--- src/rtl/code_lock_fsm.sv ---
// Keypad code-lock controller: the clocked neighbour of an external 4-bit
// equality comparator. It feeds the comparator one digit pair per key press,
// collects the EQ result, and runs the unlock / failure / lockout sequencing.
module code_lock_fsm #(
    parameter int unsigned             DIGITS      = 4,
    parameter logic [4*DIGITS-1:0]     CODE        = 16'h2025,
    parameter int unsigned             MAX_FAIL    = 3,
    parameter int unsigned             OPEN_CYCLES = 8,
    parameter int unsigned             LOCK_CYCLES = 16
) (
    input  logic       clk,
    input  logic       rst,
    input  logic       key_valid,
    input  logic [3:0] key_data,
    input  logic       key_clear,
    output logic [3:0] cmp_a,
    output logic [3:0] cmp_b,
    input  logic       cmp_eq,
    output logic [2:0] digit_idx,
    output logic       unlock,
    output logic       fail,
    output logic       alarm,
    output logic [1:0] fail_cnt
);

    localparam int unsigned TMAX = (OPEN_CYCLES > LOCK_CYCLES) ? OPEN_CYCLES : LOCK_CYCLES;
    localparam int unsigned TW   = (TMAX > 1) ? $clog2(TMAX) : 1;

    typedef enum logic [1:0] {
        S_IDLE,
        S_ENTRY,
        S_OPEN,
        S_LOCKOUT
    } state_t;

    state_t          state_q, state_d;
    logic [2:0]      digit_idx_q, digit_idx_d;
    logic            mismatch_q, mismatch_d;
    logic [1:0]      fail_cnt_q, fail_cnt_d;
    logic            fail_q, fail_d;
    logic [TW-1:0]   timer_q, timer_d;
    logic            final_ok;
    int unsigned     next_fail;

    // Comparator operands: entered digit and the stored digit at the current position.
    always_comb begin
        cmp_a = key_data;
        cmp_b = '0;
        for (int unsigned i = 0; i < DIGITS; i++) begin
            if (32'(digit_idx_q) == i) begin
                cmp_b = CODE[4*(DIGITS-1-i) +: 4];
            end
        end
    end

    // Next-state logic: key collection, entry evaluation and the OPEN/LOCKOUT timers.
    // The timer is loaded with N-1 on entry so the state lasts exactly N cycles.
    always_comb begin
        state_d     = state_q;
        digit_idx_d = digit_idx_q;
        mismatch_d  = mismatch_q;
        fail_cnt_d  = fail_cnt_q;
        fail_d      = 1'b0;
        timer_d     = timer_q;
        final_ok    = 1'b0;
        next_fail   = 32'(fail_cnt_q) + 1;
        unique case (state_q)
            S_OPEN, S_LOCKOUT: begin
                if (timer_q == '0) begin
                    state_d = S_IDLE;
                    if (state_q == S_LOCKOUT) begin
                        fail_cnt_d = '0;
                    end
                end else begin
                    timer_d = timer_q - 1'b1;
                end
            end
            default: begin
                if (key_clear) begin
                    state_d     = S_IDLE;
                    digit_idx_d = '0;
                    mismatch_d  = 1'b0;
                end else if (key_valid) begin
                    if (32'(digit_idx_q) < DIGITS - 1) begin
                        state_d     = S_ENTRY;
                        digit_idx_d = digit_idx_q + 3'd1;
                        mismatch_d  = mismatch_q | ~cmp_eq;
                    end else begin
                        final_ok    = ~(mismatch_q | ~cmp_eq);
                        digit_idx_d = '0;
                        mismatch_d  = 1'b0;
                        if (final_ok) begin
                            state_d    = S_OPEN;
                            timer_d    = TW'(OPEN_CYCLES - 1);
                            fail_cnt_d = '0;
                        end else begin
                            fail_d = 1'b1;
                            if (next_fail >= MAX_FAIL) begin
                                state_d    = S_LOCKOUT;
                                timer_d    = TW'(LOCK_CYCLES - 1);
                                fail_cnt_d = 2'(MAX_FAIL);
                            end else begin
                                state_d    = S_IDLE;
                                fail_cnt_d = 2'(next_fail);
                            end
                        end
                    end
                end
            end
        endcase
    end

    // State register with synchronous reset.
    always_ff @(posedge clk) begin
        if (rst) begin
            state_q     <= S_IDLE;
            digit_idx_q <= '0;
            mismatch_q  <= 1'b0;
            fail_cnt_q  <= '0;
            fail_q      <= 1'b0;
            timer_q     <= '0;
        end else begin
            state_q     <= state_d;
            digit_idx_q <= digit_idx_d;
            mismatch_q  <= mismatch_d;
            fail_cnt_q  <= fail_cnt_d;
            fail_q      <= fail_d;
            timer_q     <= timer_d;
        end
    end

    assign digit_idx = digit_idx_q;
    assign fail_cnt  = fail_cnt_q;
    assign fail      = fail_q;
    assign unlock    = (state_q == S_OPEN);
    assign alarm     = (state_q == S_LOCKOUT);

endmodule

--- config.mk ---
export PLATFORM = sky130hd
export DESIGN_NAME = code_lock_fsm
export DESIGN_NICKNAME = d
export VERILOG_FILES = /design/src/rtl/code_lock_fsm.sv
export SDC_FILE = /design/constraint.sdc
export NUM_CORES = 1
export LEC_CHECK = 0
export ABC_AREA = 1
export CAP_MARGIN = 15
export CORE_UTILIZATION = 42
export DETAILED_ROUTE_END_ITERATION = 7
export GPL_TIMING_DRIVEN = 0
export PLACE_DENSITY = 0.75
export SLEW_MARGIN = 20
export SYNTH_ARGS = -nofsm -noshare
export SYNTH_HDL_FRONTEND = slang
export SYNTH_SLANG_ARGS = --single-unit
--- constraint.sdc ---
create_clock -name clk -period 1.1 [get_ports clk]
set_input_delay 0.22 -clock clk [delete_from_list [all_inputs] [get_ports clk]]
set_output_delay 0.22 -clock clk [all_outputs]
set_load 0.01 [all_outputs]
# Word-level counts from Yosys, hierarchy flattened

Index checks and enable logic that the tools add are counted.

Bits of input ports: 9
Output and inout port bits: 16
Flip-flop bits (word level): 13

Reductions and logical operators: 11
Add/subtract/negate cells: 3
Multiplexer cells: 33
$lt $le $gt $ge: 2
Bitwise logic cells: 4
Eq/ne operators: 11

Operators by type and width:

| cell                                                                  | count |
|---|---|
| 4-bit 2-to-1 mux                                                      | 10 |
| 2-bit 2-to-1 mux                                                      | 16 |
| 5-bit AND reduction                                                   | 2 |
| 3-bit 2-to-1 mux                                                      | 3 |
| 3-bit by 2-bit == test with 1-bit output, second input constant       | 2 |
| 2-bit != test, second input constant                                  | 3 |
| 6-bit OR reduction                                                    | 1 |
| 2-bit == test, second input constant                                  | 2 |
| 4-bit zero test                                                       | 1 |
| 1-bit 2-to-1 mux                                                      | 4 |
| 2-bit by 1-bit != test with 1-bit output, second input constant       | 2 |
| 2-bit AND reduction                                                   | 2 |
| 2-bit nonzero test                                                    | 2 |
| 4-bit by 1-bit subtractor with 4-bit output, second input constant    | 1 |
| 2-bit by 1-bit adder with 3-bit output, second input constant         | 1 |
| 3-bit by 1-bit adder with 3-bit output, second input constant         | 1 |
| 3-bit by 1-bit == test with 1-bit output, second input constant       | 1 |
| 3-bit by 2-bit >= comparator with 1-bit output, second input constant | 1 |
| 3-bit zero test                                                       | 1 |
| 3-bit by 2-bit < comparator with 1-bit output, second input constant  | 1 |
| 3-bit by 1-bit != test with 1-bit output, second input constant       | 1 |
| 1-bit NOT                                                             | 3 |
| 3-bit nonzero test                                                    | 1 |
| 2-bit OR reduction                                                    | 1 |
| 1-bit OR                                                              | 1 |

# Logic depth before layout (Yosys ltp)

Gate-level depths: netlist (run 1).

Depth after elaboration: 8
Gate-level depth with buffers: 9

# Worst setup path before layout (run 1)

Ideal clock, no wire load.

Kind: register to output
Start point: register digit_idx_q[0] (netlist: digit_idx[0])
End point: output port cmp_b[1]
Path buffers: 0
Stages on the path, launching flop included: 4
Data required time: 0.880 ns
Data arrival time: 1.115 ns
Setup slack: -0.235 ns
Path through: dfxtp_1 > ha_1 > ha_1 > nor3_1

Longest elaborated chain between the ends: 5
Elaborated cells on any way between the ends: 8
Those cells by class: eq/ne (3); mux (4); reduce/logical (1)

Ends and longest elaborated chain:

| what                          | line | source |
|---|---|---|
| start, declared               | 37   | `logic [2:0] digit_idx_q, digit_idx_d;` |
| start signal, assigned        | 124  | `digit_idx_q <= digit_idx_d;` |
| 3-bit zero test               | 50   | `if (32'(digit_idx_q) == i) begin` |
| 2-bit 2-to-1 mux              | 50   |  |
| 4-bit 2-to-1 mux (2 in a row) | 50   |  |
| 4-bit 2-to-1 mux (*)          | 50   |  |
| end, declared                 | 17   | `output logic [3:0] cmp_b,` |

Mark *: on every way between the ends. The rest lies on a longest branch, timed or not.

# Worst setup path in the final report (run 1)

Same ends and word-level chain as after synthesis.

==> impl_results.md, run 1 <==
- CORE AREA: 1960 um2
- Initial drt markers: 9
- Initial antenna violation count: 0
- Clock transition at path regs: 0.09 ns
- Antenna-violating nets left: 0
- Post-route setup TNS: -1.74 ns
- Cell Area, Synth: 881 um2
- DRC Markers: 0
- CP bufs+invs: 2
- Detailed Place HPWL: 1330 um
- Crit path launch type: flop
- First-pass GRT wire length: 3140 um
- Cts hold-fix bufs: 0
- Critical path class: flop to output port
- Max_cap viols: 0
- Slowest CP cell: dfxtp_4
- Final worst-path cycle share: 138%
- Syn avg cell area: 7.46 um2
- Total gr overflow: 0
- Max FO, Critical Path: 6
- Peak VDD IR: 0.613 mV
- Crit path max-delay family: flip-flops
- Worst-Skew Late Latency: 0.29 ns
- Min setup slack post-route: -0.415 ns
- #FFs+latches synth: 13
- DR WL/cell: 12.0 um
- Clock Sinks: 13
- Register area share after synthesis: 29.5%
- Crit path DAT: 1.30 ns
- Hold WC Path Type: flop to flop
- Failing checks: negative setup slack
- Max Clock Freq: 0.660 GHz
- Worst Hold Slack: 0.464 ns
- Die H: 47.8 um
- Status: finished with violations
- CTS root buffer: clkbuf_4
- Routed wire length: 2130 um
- Synth warn: 0
- Share of layout cells above drive strength 1: 58.7%
- Leak: 0.585 nW
- Clock Skew: 0.0101 ns
- TritonCTS buffer count: 3
- CP peak stage delay: 0.42 ns
- Final hold vios: 0
- Critical Path Sink Type: output port
- Flop2flop setup slack: -0.11 ns
- Vias post-DR: 838
- # port buffers: 19
- Final period demand of the worst path: 1.52 ns
- Router iterations before antenna repair: 2
- Area delta synth->final: 55.4%
- Die Area: 2280 um2
- Post-Syn Nets: 133
- RSZ-0062 raised after global routing: true
- Clock Path Buffers: 2
- Slew Limit Fails: 0
- Worst endpoint required time: 0.88 ns
- Finish-stage setup viols: 14
- Vias in the first global route: 791
- Dpl cells: 164
- Avg Vias per Cell: 4.73
- Top Ports: 25
- Nets: 166
- Netlist cell types: 23
- Power, Total: 0.00100 W
- CTS tree: done
- H-tree level count: 1
- Largest net degree at the start of global routing: 8
- Synthesized instance count: 118
- Tot GR Track Use: 20.0%
- Cells along the critical path: inv_4, ha_2, a21oi_2, nor3_2, buf_2
- Post-Layout Cell Count: 177
- N_diodes: 0
- Starting density of the core: 44.9%
- P per Cell Area: 731 nW/um2
- Routability cong.: 0.763
- Die width: 47.8 um
- Floorplan row count: 16
final timing paths:
path / start / cells after the start / to
worst min-delay path: mismatch_q / 2 / mismatch_q
worst min register to register: mismatch_q / 2 / mismatch_q
worst max-delay path: digit_idx[0] / 5 / cmp_b[1]
worst max register to register: digit_idx[1] / 8 / timer_q[3]
metal layers:
layer | vias up | GRT usage [%] | wire, um
met4 | 0 | 8.33 | 31
met3 | 5 | 3.40 | 71
met1 | 389 | 23.7 | 856
met5 | - | 0 | 0
met2 | 18 | 35.1 | 1170
li1 | 426 | - | -
cells by family after synthesis:
logic type               after synthesis  synth area share, %
adder cells (fa/ha/maj)                6                 8.52
buffers and inverters                 25                 14.6
flip-flops                            13                 29.5
AND/OR/NAND/NOR                       55                 33.2
XOR/XNOR                               1                0.994
AO/OA/AOI/OAI                         17                 12.6
other                                  1                0.426
area by class of cell:
class	count	area, um2
multi-input cells	80	643
fillers	173	593
flip-flops and latches	13	280
repair buffers	29	256
inverters	18	80.1
plain buffers	6	48.8
well taps	27	33.8
clock buffers	4	26.3
tightest hold or removal path: stages (launching register included):
cell,delay [ns]
dfxtp_1,0.32
nand2_1,0.06
a21oi_1,0.05
synthesized netlist by cell type (all sizes together):
| library cell | instances | share of area, % |
|---|---|---|
| dfxtp | 13 | 30 |
| nand2 | 31 | 20 |
| o211ai | 1 | 0.85 |
| nor3 | 2 | 1.1 |
| o21a | 1 | 0.85 |
| buf | 7 | 6.4 |
| o21bai | 1 | 2.1 |
| conb | 1 | 0.43 |
| nor2 | 13 | 7.2 |
| ha | 6 | 8.5 |
| o21ai | 3 | 1.7 |
| xnor2 | 1 | 0.99 |
| nand3 | 9 | 5.1 |
| a21oi | 11 | 7.1 |
| inv | 18 | 8.2 |
state kept, by name (all words and copies together) (netlist names):
| name | flops |
|---|---|
| fail_cnt | 2 |
| digit_idx | 3 |
| state_q | 2 |
| fail | 1 |
| mismatch_q | 1 |
| timer_q | 4 |
timing repair:
item	CTS	global route
setup endpoints to repair	20	22
gates resized for setup	67	28
setup buffers	6	4
endpoints found under the hold margin	0	0
pin swaps	8	5
cell usage in the layout (no fill, tap or decap), types with 4 or more instances in the layout:
cell             Yosys  layout
buf_6                1       9
clkdlybuf4s50_1      0       7
a21oi_2              2       5
buf_2                0       4
nor2_2               3       4
buf_4                6      11
nand2_4              7       8
inv_1               14       4
dfxtp_4              0       4
nand3_1              9       7
dfxtp_2              0       4
ha_4                 0       5
inv_2                3      11
nand2_1             22      16
a21oi_1              9       5
nand2_2              2       6
nor2_1               9       7
dfxtp_1             13       5
metrics by stage:
| step | cell area [um2] | util [%] | setup slack (ns) |
|---|---|---|---|
| CTS | 1280 | 65.3 | -0.399 |
| finish | 1370 | 69.8 | -0.415 |
| floorplan | 911 | - | -0.0192 |
| global route | 1370 | 69.8 | -0.466 |
| detailed placement | 1130 | 57.8 | -0.554 |
| global placement | 1130 | 57.8 | -0.485 |
power by group:
part / internal, W / switching [W]
clock network: 0.000141 / 0.000175
logic: 0.0000969 / 0.000101
registers: 0.000472 / 0.0000146
total: 0.000710 / 0.000291
No activity file was read; power rests on OpenSTA's default activity.
==> run 2, diff against run 1 <==
--- a/config.mk
+++ b/config.mk
@@ -9,7 +9,6 @@
 export CAP_MARGIN = 15
 export CORE_UTILIZATION = 42
 export DETAILED_ROUTE_END_ITERATION = 7
-export GPL_TIMING_DRIVEN = 0
 export PLACE_DENSITY = 0.75
 export SLEW_MARGIN = 20
 export SYNTH_ARGS = -nofsm -noshare
==> run 2 against run 1 <==
  * The run still ends with negative setup slack left
  * Fmax is 0.72% lower
  * Setup slack worse by 0.011 ns
  * Critical path depth is 1 higher
  * Sequential power hardly changed
  * Wire length is 4.7% higher
  * Cell count is 3.4% higher
  * Clock skew is 0.0062 ns lower
  * Utilization is 0.51 points higher
  * Largest cell class unchanged
  * Largest power group unchanged
==> impl_results.md, run 2 (synthesis results as in run 1) <==
- Final period demand of the worst path: 1.53 ns (+0.0111 ns)
- Router iterations before antenna repair: 4 (+2)
- H-tree level count: 1 (unchanged)
- Nets: 172 (+3.6%)
- Slew Limit Fails: 0 (unchanged)
- Routed length on met3: 75 um (+5.6%)
- Status: finished with violations
- Post-route setup TNS: -3.89 ns (-2.16 ns)
- Clock Path Buffers: 2 (unchanged)
- Area delta synth->final: 56.5%
- Cells along the critical path: inv_4, ha_4, inv_2, a21oi_2, nor3_2, buf_2
- Clock Sinks: 13 (unchanged)
- Highest routed metal layer: met4
- Routability cong.: 0.798 (+4.6%)
- Power, Total: 0.000999 W (about the same)
- Peak VDD IR: 0.774 mV (+26%)
- Max Clock Freq: 0.655 GHz (-0.72%)
- Initial antenna violation count: 0 (unchanged)
- Flop2flop setup slack: -0.31 ns (-0.20 ns)
- Avg Vias per Cell: 4.86 (+2.6%)
- Crit path DAT: 1.31 ns (about the same)
- Die Area: 2280 um2 (unchanged)
- First-pass GRT wire length: 3210 um (+2.2%)
- Clock transition at path regs: 0.09 ns (about the same)
- Worst R2R End: fail_cnt[0]
- Antenna-violating nets left: 0 (unchanged)
- Failing checks: negative setup slack
- Final worst-path cycle share: 139% (+1.0 points)
- Starting density of the core: 44.9% (unchanged)
- Top Ports: 25 (unchanged)
- Floorplan row count: 16 (unchanged)
- Vias in the first global route: 726 (-8.2%)
- CTS tree: done
- Final hold vios: 0 (unchanged)
- DRC Markers: 0 (unchanged)
- CP peak stage delay: 0.40 ns (-0.02 ns)
- Max_cap viols: 0 (unchanged)
- DR WL/cell: 12.2 um (+1.3%)
- Min setup slack post-route: -0.426 ns (-0.0111 ns)
- Vias post-DR: 889 (+6.1%)
- Sequential Area: 273 um2 (-2.7%)
- CP bufs+invs: 3 (+1)
- Critical Path Sink Type: output port
- Detailed Place HPWL: 1470 um (+10%)
- Critical path class: flop to output port
- Crit path launch type: flop
- # fillers: 171 (-1.2%)
- Largest net degree at the start of global routing: 8 (unchanged)
- Met1 WL: 903 um (+5.5%)
- Hold WC Path Type: input pin to output port
- Most flops, register: timer_q
- P per Cell Area: 725 nW/um2 (-0.82%)
- Max FO, Critical Path: 5 (-1)
- Worst endpoint required time: 0.88 ns (about the same)
- CTS root buffer: clkbuf_4
- Most frequent cells in the layout: buf_4, nand2_1, buf_6
- Cts hold-fix bufs: 0 (unchanged)
- Commonest non-fill, non-tap cell in the layout: buf_4
- R2R depth: 10 (+2)
- Die H: 47.8 um (unchanged)
- Max FFs per register: 4 (unchanged)
- WHS Endpoint: cmp_a[2]
- N_diodes: 0 (unchanged)
- Initial drt markers: 14 (+5)
- Finish-stage setup viols: 17 (+3)
- Routed wire length: 2230 um (+4.7%)
- Footprint of the multi-input gates: 617 um2 (-4.1%)
- FF-to-FF Start: digit_idx[0]
- TritonCTS buffer count: 3 (unchanged)
- CORE AREA: 1960 um2 (unchanged)
- Tot GR Track Use: 20.5% (+0.54 points)
- Crit path max-delay family: flip-flops
- Total gr overflow: 0 (unchanged)
- Clock Skew: 0.00390 ns (-0.00624 ns)
- RSZ-0062 raised after global routing: true
- Worst-Skew Late Latency: 0.27 ns (-0.02 ns)
- Share of layout cells above drive strength 1: 55.8% (-2.9 points)
- # port buffers: 15 (-4)
- Slowest CP cell: dfxtp_4
- Leak: 0.624 nW (+6.6%)
- Hold Path Depth: 0 (-2)
- Die width: 47.8 um (unchanged)
- Hold_sp: key_data[2]
- Met2 Wirelength: 1240 um (+6.1%)
run 2: worst max-delay path by stage:
stage                     endpoint         start  depth (start not counted)  slack (ns)
after floorplan           cmp_b[1]  digit_idx[1]                          5       -0.02
after global placement    cmp_b[1]  digit_idx[1]                          6       -0.46
after detailed placement  cmp_b[1]  digit_idx[1]                          6       -0.51
after CTS                 cmp_b[1]  digit_idx[1]                          6       -0.36
after global routing      cmp_b[1]  digit_idx[1]                          6       -0.51
final                     cmp_b[1]  digit_idx[1]                          6       -0.43
run 2: per-stage QoR:
| stage | hold slack, ns | worst slack, ns | std cells | utilization [%] | instance area [um2] |
|---|---|---|---|---|---|
| floorplan | 0.279 | -0.0192 | 118 | - | 911 |
| global placement | 0.440 | -0.461 | 170 | 59.4 | 1170 |
| detailed placement | 0.440 | -0.507 | 170 | 59.4 | 1170 |
| CTS | 0.440 | -0.360 | 178 | 65.1 | 1280 |
| global route | 0.440 | -0.506 | 183 | 70.3 | 1380 |
| finish | 0.440 | -0.426 | 183 | 70.3 | 1380 |
run 2: area by class of cell:
| cell class | count | share of cell area (%) |
|---|---|---|
| clock buffers | 4 | 1.91 |
| well taps | 27 | 2.45 |
| inverters | 18 | 5.44 |
| flip-flops and latches | 13 | 19.8 |
| repair buffers | 41 | 25.7 |
| multi-input cells | 80 | 44.7 |
run 2: routing by layer:
| metal | up-vias | GRT usage (%) |
|---|---|---|
| met1 | 418 | 24.4 |
| met4 | 0 | 5.00 |
| met2 | 23 | 37.8 |
| met3 | 2 | 3.40 |
| li1 | 446 | - |
| met5 | - | 0 |
run 2: repair_timing:
item,CTS,global route
cloned,0,0
pin swaps,8,5
buffers inserted,4,5
resized for setup,65,20
endpoints found under the hold margin,0,0
endpoints found under the setup margin,19,23
run 2: worst register-to-register path, stage by stage (launching register included):
cell     delay (ns)
dfxtp_4        0.38
buf_6          0.12
buf_6          0.10
buf_6          0.10
nand2_1        0.06
nand2_2        0.07
nand2_4        0.09
nand2_8        0.08
buf_4          0.14
a21oi_2        0.12
nor2_1         0.05
run 2: power by group:
part / total, W / internal [W] / switching [W]
registers: 0.000489 / 0.000476 / 0.0000122
logic: 0.000204 / 0.000101 / 0.000102
clock network: 0.000307 / 0.000140 / 0.000167
